$ cat src/rtl/parallel2serial_param.sv
`default_nettype none
// ============================================================================
// parallel2serial_param : WIDTH-bit parallel-to-serial converter with
// selectable bit order. Define PARALLEL2SERIAL_PARITY_EN to add an even-parity bit.
// Rev 1.0
// ============================================================================
module parallel2serial_param #(
  parameter  int WIDTH     = 8,
  parameter  int MSB_FIRST = 0,
  localparam int CNT_W     = $clog2(WIDTH + 1)
) (
  input  logic             clk,
  input  logic             reset,
  input  logic [WIDTH-1:0] a,
  input  logic             parallel_begin,
  output logic             ready,
  output logic             busy,
  output logic             d,
  output logic             serial_start,
  output logic             serial_end,
  output logic [CNT_W-1:0] counter,
  output logic             overrun
);

`ifdef PARALLEL2SERIAL_PARITY_EN
  localparam int FRAME = WIDTH + 1;
`else
  localparam int FRAME = WIDTH;
`endif

  localparam logic [CNT_W-1:0] c_LAST  = CNT_W'(FRAME - 1);
  localparam logic [0:0]       S_IDLE  = 1'b0;
  localparam logic [0:0]       S_SHIFT = 1'b1;

  logic [0:0]       r_state;
  logic [WIDTH-1:0] r_sr;
  logic [CNT_W-1:0] r_cnt;
  logic             r_d;
  logic             r_start;
  logic             r_end;
  logic             r_ovr;

  logic             w_last;
  logic             w_ready;
  logic             w_load;
  logic [CNT_W-1:0] w_cnt_nxt;
  logic             w_first_bit;
  logic [WIDTH-1:0] w_load_sr;
  logic             w_sr_bit;
  logic [WIDTH-1:0] w_sr_shift;
  logic             w_next_bit;

  assign w_last    = (r_state == S_SHIFT) && (r_cnt == c_LAST);
  assign w_ready   = (r_state == S_IDLE) || w_last;
  assign w_load    = parallel_begin && w_ready;
  assign w_cnt_nxt = r_cnt + CNT_W'(1);

  // The shift register holds only the bits not yet placed on d.
  assign w_first_bit = (MSB_FIRST != 0) ? a[WIDTH-1] : a[0];
  assign w_load_sr   = (MSB_FIRST != 0) ? {a[WIDTH-2:0], 1'b0} : {1'b0, a[WIDTH-1:1]};
  assign w_sr_bit    = (MSB_FIRST != 0) ? r_sr[WIDTH-1] : r_sr[0];
  assign w_sr_shift  = (MSB_FIRST != 0) ? {r_sr[WIDTH-2:0], 1'b0} : {1'b0, r_sr[WIDTH-1:1]};

`ifdef PARALLEL2SERIAL_PARITY_EN
  logic r_par;

  always_ff @(posedge clk) begin
    if (reset) begin
      r_par <= 1'b0;
    end else if (w_load) begin
      r_par <= ^a;
    end
  end

  assign w_next_bit = (w_cnt_nxt == CNT_W'(WIDTH)) ? r_par : w_sr_bit;
`else
  assign w_next_bit = w_sr_bit;
`endif

  always_ff @(posedge clk) begin
    if (reset) begin
      r_state <= S_IDLE;
      r_sr    <= '0;
      r_cnt   <= '0;
      r_d     <= 1'b0;
      r_start <= 1'b0;
      r_end   <= 1'b0;
      r_ovr   <= 1'b0;
    end else begin
      r_ovr <= parallel_begin && !w_ready;
      if (w_load) begin
        r_state <= S_SHIFT;
        r_sr    <= w_load_sr;
        r_cnt   <= '0;
        r_d     <= w_first_bit;
        r_start <= 1'b1;
        r_end   <= 1'b0;
      end else if ((r_state == S_SHIFT) && !w_last) begin
        r_sr    <= w_sr_shift;
        r_cnt   <= w_cnt_nxt;
        r_d     <= w_next_bit;
        r_start <= 1'b0;
        r_end   <= (w_cnt_nxt == c_LAST);
      end else begin
        r_state <= S_IDLE;
        r_sr    <= '0;
        r_cnt   <= '0;
        r_d     <= 1'b0;
        r_start <= 1'b0;
        r_end   <= 1'b0;
      end
    end
  end

  assign ready        = w_ready;
  assign busy         = (r_state == S_SHIFT);
  assign d            = r_d;
  assign serial_start = r_start;
  assign serial_end   = r_end;
  assign counter      = r_cnt;
  assign overrun      = r_ovr;

endmodule
`default_nettype wire
$ cat config.mk
export PLATFORM = sky130hd
export DESIGN_NAME = parallel2serial_param
export DESIGN_NICKNAME = d
export VERILOG_FILES = /design/src/rtl/parallel2serial_param.sv
export SDC_FILE = /design/constraint.sdc
export NUM_CORES = 1
export LEC_CHECK = 0
export CAP_MARGIN = 0
export CORE_MARGIN = 5
export CORE_UTILIZATION = 36
export DETAILED_ROUTE_END_ITERATION = 12
export PLACE_DENSITY = 0.79
export SYNTH_ARGS = -nofsm -noshare
export SYNTH_HDL_FRONTEND = slang
export SYNTH_SLANG_ARGS = --single-unit
export TNS_END_PERCENT = 100
$ cat constraint.sdc
create_clock -name clk -period 1.15 [get_ports clk]
set_input_delay 0.115 -clock clk [delete_from_list [all_inputs] [get_ports clk]]
set_output_delay 0.115 -clock clk [all_outputs]
set_load 0.01 [all_outputs]
==> flow_metrics.tcl, run 1 <==
set metrics [dict create \
    outcome "complete, but fails checks" \
    violations "setup timing" \
    leakage_nw 0.435 \
    yosys.area_share.simple 0.175 \
    syn2layout_area_growth_pct 64.8 \
    syn_area_um2 558 \
    hold_class "primary input to register" \
    crit_type "register to register" \
    slew_headroom 0.846 \
    final_layout_size_suffix_gt1_frac 0.380 \
    cpMostUsedCell "buf_6" \
    port_buffers 20 \
    synth_top_area_cell "dfxtp_1" \
    crit_buf_inv 2 \
    synth.mux.area_fraction 0 \
    crit_path_cell_trace "ha_4, nand3b_4, buf_6, buf_6, a21oi_4, a22o_1" \
    place_hpwl_um 896 \
    crit_family "compound AO/OA/AOI/OAI gates" \
    placed_cell_area_um2 855 \
    cp.required_ns 1.38 \
    tightest_slew_ns 0.232 \
    rsz0062_at_grt "true" \
    finalWirelength_um 1300 \
    grt_max_degree 10 \
    synth_seq_cells 16 \
    worstSetupStartpointType "register" \
    setup_viol 11 \
    vias_per_cell 4.89 \
    synth.most_common_cell "dfxtp_1" \
    min_from "a[7]" \
    fmax_mhz 780 \
    cp.arrival_ns 1.51 \
    path_clk_slew_ns 0.09 \
    drtIter0Drc 6 \
    reg2reg_depth 6 \
    holdPathEnd "r_sr[6]" \
    avgRoutedWirePerCell_um 13.7 \
    synth.distinct_cells 19 \
    crit_fanout 5 \
    row_count 14 \
    grt_usage 0.112 \
    cts.sinks 16 \
    timing.rr.start "counter[1]" \
    min_period_ns 1.28 \
    vias 465 \
    core_area_um2 1490 \
    synth_nets 58 \
    dp.cells 89 \
    htree_levels 1 \
    synth_edf_count 0 \
    worst_slack_ns -0.133 \
    initial_core_util 0.375 \
    synth_adder_area_share 0.0448 \
    synthTopCellsByArea "dfxtp_1, a22o_1, ha_1" \
    synthDominantCellAreaShare 0.574 \
    grt_pass1_wl_um 2050 \
    root_buffer "clkbuf_4" \
    drv_slew 0 \
    first_pass_iters 4 \
    synth.avg_cell_area_um2 12.4 \
    die_area_um2 2440 \
    fill_cells 130 \
    final_nets 93 \
    antenna_found_initial 0 \
    io_pins 21 \
    synthTopCellsByCount "dfxtp_1, a22o_1, nor2_1" \
    fin_worst_skew_ns 0.000692 \
    netlist_instances 45 \
    synth-async-reset-ratio 0 \
    grt_pass1_vias 489 \
    period_share 1.12 \
    ant_nets 0 \
    place.gp.congestion 0.759 \
    cts_tree "yes" \
    gr-total-overflow 0 \
    clockBufferDepth 2 \
    die_w_um 49.4 \
    die_h_um 49.4 \
    ys_warn_count 0 \
    r2r-end "r_sr[0]" \
    peakVddDrop_uv 639 \
    power_density_nw_per_um2 1160 \
    synth_xor_xnor_area_share 0.0314 \
    cap_violations 0 \
    hold_viol 0 \
    ys_seq_area_frac 0.574 \
    tns_ns -1.07 \
    synth_compound_area_frac 0.148 \
    hold_depth 2 \
    synthFlopType "dfxtp_1" \
    synth_top_family_by_area "simple AND/OR/NAND/NOR gates" \
    critPathMaxStageDelay_ns 0.37 \
    cts_made_buffers 3 \
    fin_util 0.618 \
    drc 0 \
    end_kind "register" \
    cp_slowest_cell "dfxtp_4" \
    clock_latency_ns 0.28 \
    num_antenna_cells 0 \
    final_area_um2 920 \
    ff2ff_setup_slack_ns -0.13 \
    stdcell_count 95 \
]
[metal layers]
| metal | up-vias | track usage | routed length [um] |
|---|---|---|---|
| met4 | 0 | 0.0961 | 72 |
| met3 | 6 | 0.0336 | 82 |
| met5 | - | 0 | 0 |
| met1 | 211 | 0.115 | 542 |
| li1 | 230 | - | - |
| met2 | 18 | 0.180 | 601 |
[how the worst max path moves through the flow]
stage               depth (start not counted)       start  slack (ns)          to
finish                                      6  counter[1]       -0.13     r_sr[0]
global route                                6  counter[1]       -0.17     r_sr[2]
CTS                                         6  counter[0]       -0.14  serial_end
detailed placement                          4  counter[1]       -0.13       ready
global placement                            4  counter[1]       -0.11       ready
floorplan                                   5  counter[1]       -0.05           d
[cell usage in the layout (no fill, tap or decap), types with 2 or more instances in the layout]
| master | n |
|---|---|
| buf_6 | 3 |
| dfxtp_2 | 3 |
| dfxtp_1 | 11 |
| clkdlybuf4s15_1 | 2 |
| clkbuf_2 | 2 |
| buf_4 | 7 |
| dfxtp_4 | 2 |
| a22o_1 | 7 |
| clkbuf_4 | 3 |
| dlygate4sd2_1 | 5 |
| nor2_1 | 4 |
| clkdlybuf4s50_1 | 10 |
| a21oi_4 | 2 |
[state kept, by name (all words and copies together) (netlist names)]
name          cells
busy              1
d                 1
serial_end        1
overrun           1
counter           4
serial_start      1
r_sr              7
[power by group]
group / switching, mW / internal, mW / total (mW)
Clock: 0.172 / 0.192 / 0.364
Combinational: 0.0465 / 0.0732 / 0.120
Sequential: 0.0101 / 0.572 / 0.582
[logic make-up after synthesis]
logic type	after synthesis
DFF	16
buffers and inverters	2
and+or+nand+nor	14
adders and majority gates	2
xor gates and xnor gates	2
AOI/OAI and AO/OA	9
[layout make-up]
class / count / area [um2] / area share
Clock buffer: 4 / 36.3 / 0.0395
Inverter: 1 / 3.75 / 0.00408
Multi-Input combinational cell: 28 / 263 / 0.286
Sequential cell: 16 / 332 / 0.361
Tap cell: 16 / 20.0 / 0.0218
Timing Repair Buffer: 30 / 265 / 0.288
[through the flow]
step	hold WS [ns]	setup WS [ns]	power, mW
after floorplan	0.187	-0.0459	0.639
final	0.393	-0.133	1.07
after detailed placement	0.431	-0.130	0.716
after global placement	0.425	-0.112	0.713
after global routing	0.393	-0.170	1.11
after CTS	0.393	-0.143	1.08
[repair_timing]
item | in CTS | in global routing
pin swaps | 5 | 7
endpoints found under the setup margin | 20 | 16
hold buffers | 0 | 0
gates resized for setup | 24 | 6
gates cloned | 1 | 0
setup buffers | 2 | 0
(Power assumes the default switching activity.)
==> run 2: changes to the inputs <==
--- a/config.mk
+++ b/config.mk
@@ -9,7 +9,7 @@
 export CORE_MARGIN = 5
 export CORE_UTILIZATION = 36
 export DETAILED_ROUTE_END_ITERATION = 12
-export PLACE_DENSITY = 0.79
+export PLACE_DENSITY = 0.7
 export SYNTH_ARGS = -nofsm -noshare
 export SYNTH_HDL_FRONTEND = slang
 export SYNTH_SLANG_ARGS = --single-unit
==> run 2 against run 1 <==
Against the previous run: the flow still finishes with violations (setup timing); die area did not move; worst setup slack improved by 0.026 ns; first-iteration DRC count down 50%; maximum frequency up 2.1%; clock power is 19% lower; sequential share of layout area up 0.87 points; global-route usage decreased by 1.6 points; register-to-register slack gained 0.03 ns; non-clock buffer count shrank 1; combinational power is essentially flat; highest routed layer unchanged.
==> flow_metrics.tcl, run 2 (synthesis results as in run 1) <==
set metrics [dict create \
    cts_made_buffers 3 \
    seq_area_um2 330 \
    leakage_nw 0.427 \
    r2r-end "r_sr[0]" \
    grt_pass1_vias 432 \
    worstSetupStartpointType "register" \
    cp.arrival_ns 1.43 \
    die_h_um 49.4 \
    antenna_found_initial 0 \
    grt_usage 0.0956 \
    dp.cells 88 \
    drc 0 \
    placed_cell_area_um2 847 \
    die_area_um2 2440 \
    timing.rr.start "counter[1]" \
    use_met3 0.0398 \
    hold_class "primary input to register" \
    vias_per_cell 4.79 \
    largest_reg_flops 7 \
    layout_commonest_cell "dfxtp_1" \
    totalPowerFinal_uw 994 \
    min_period_ns 1.26 \
    num_antenna_cells 0 \
    cap_violations 0 \
    drtIter0Drc 3 \
    cp-endpoint "r_sr[0]" \
    rsz0062_at_grt "true" \
    row_count 14 \
    gr-usage-met1 0.106 \
    ant_nets 0 \
    worst_slack_ns -0.107 \
    root_buffer "clkbuf_4" \
    crit_path_cell_trace "ha_4, nand3b_4, buf_6, and3b_2, a22o_1" \
    setup_viol 11 \
    htree_levels 1 \
    clock_latency_ns 0.28 \
    outcome "complete, but fails checks" \
    fill_cells 137 \
    clockBufferDepth 2 \
    layout_common_cells "dfxtp_1, clkdlybuf4s50_1, a22o_1, buf_4, dlygate4sd2_1" \
    port_buffers 20 \
    core_area_um2 1490 \
    first_pass_iters 3 \
    grt_pass1_wl_um 1810 \
    cts.sinks 16 \
    final_nets 92 \
    io_pins 21 \
    tightest_slew_ns 0.216 \
    end_kind "register" \
    cp.required_ns 1.32 \
    period_share 1.09 \
    die_w_um 49.4 \
    initial_core_util 0.375 \
    gr-total-overflow 0 \
    busiest_layer "met2" \
    grt_max_degree 10 \
    cp_slowest_cell "dfxtp_4" \
    syn2layout_area_growth_pct 60.3 \
    final_area_um2 895 \
    gr-usage-met2 0.159 \
    crit_fanout 8 \
    reg2reg_depth 5 \
    fin_util 0.601 \
    path_clk_slew_ns 0.09 \
    hold_viol 0 \
    place.gp.congestion 0.730 \
    avgRoutedWirePerCell_um 11.9 \
    cts_tree "yes" \
    drv_slew 0 \
    violations "setup timing" \
    power_density_nw_per_um2 1110 \
    fmax_mhz 796 \
    finalWirelength_um 1120 \
    top_register "r_sr" \
    critPathMaxStageDelay_ns 0.37 \
    stdcell_count 94 \
    final_layout_size_suffix_gt1_frac 0.372 \
    peakVddDrop_uv 808 \
    ff2ff_setup_slack_ns -0.11 \
    vias 450 \
    multi_input_area_um2 267 \
    startpoint "counter[1]" \
    slew_headroom 0.856 \
    fin_worst_skew_ns 0.00730 \
    crit_type "register to register" \
]
-- run 2: cell count changes in the layout (fill, tap and decap cells not counted), sizes merged --
cell,before,now
clkdlybuf4s15,2,0
buf,11,10
clkinv,0,1
dlygate4sd2,5,6
-- run 2: worst min path at each step --
stage	startpoint	endpoint	slack, ns	cells after the start
finish	a[7]	r_sr[6]	0.41	2
global route	a[7]	r_sr[6]	0.39	2
CTS	a[7]	r_sr[6]	0.41	2
detailed placement	r_sr[6]	r_sr[5]	0.43	1
global placement	r_sr[6]	r_sr[5]	0.42	1
floorplan	reset	busy	0.19	1
-- run 2: layout make-up --
type	count	share of cell area
multi-input combinational	28	0.298
clock buffer	3	0.0252
clock inverter	1	0.00420
tap	16	0.0224
sequential	16	0.369
inverter	1	0.00420
timing repair buffer	29	0.277
-- run 2: worst max-delay path, delay by kind of cell, from the launching register on --
kind / cells / cell delay [ns]
AND/OR/NAND/NOR: 2 / 0.32
adder cells (fa/ha/maj): 1 / 0.15
buffers and inverters: 1 / 0.12
AO/OA/AOI/OAI: 1 / 0.19
flip-flops: 1 / 0.37
-- run 2: through the flow --
stage,hold slack [ns],TNS [ns],setup WS [ns]
2_1_floorplan,0.187,-0.323,-0.0459
3_3_place_gp,0.421,-1.03,-0.148
3_5_place_dp,0.431,-1.19,-0.148
4_1_cts,0.405,-0.922,-0.128
5_1_grt,0.386,-1.37,-0.156
6_report,0.408,-0.863,-0.107
-- run 2: per-layer routing --
metal	routed length, um	up-vias	share of wire
met5	0	-	0
met4	8	0	0.0072
met3	72	2	0.065
met2	590	11	0.53
met1	443	211	0.40
li1	-	226	-
-- run 2: repair_timing --
action,in CTS,in global routing
buffers inserted,2,0
setup endpoints to repair,20,15
pin swaps,8,8
cloned,1,0
resized for setup,24,4
hold buffers,0,0
hold endpoints to repair,0,0
-- run 2: where the power goes --
part / internal (mW) / leakage [nW] / switching (mW) / total [mW]
combinational: 0.0712 / 0.278 / 0.0468 / 0.118
sequential: 0.572 / 0.133 / 0.00934 / 0.582
clock: 0.126 / 0.0154 / 0.169 / 0.294
==> run 3: changes to the inputs <==
--- a/config.mk
+++ b/config.mk
@@ -5,7 +5,7 @@
 export SDC_FILE = /design/constraint.sdc
 export NUM_CORES = 1
 export LEC_CHECK = 0
-export CAP_MARGIN = 0
+export CAP_MARGIN = 40
 export CORE_MARGIN = 5
 export CORE_UTILIZATION = 36
 export DETAILED_ROUTE_END_ITERATION = 12
==> results of run 3 <==
The final DEF is identical to that of run 2; final timing and power are the same.
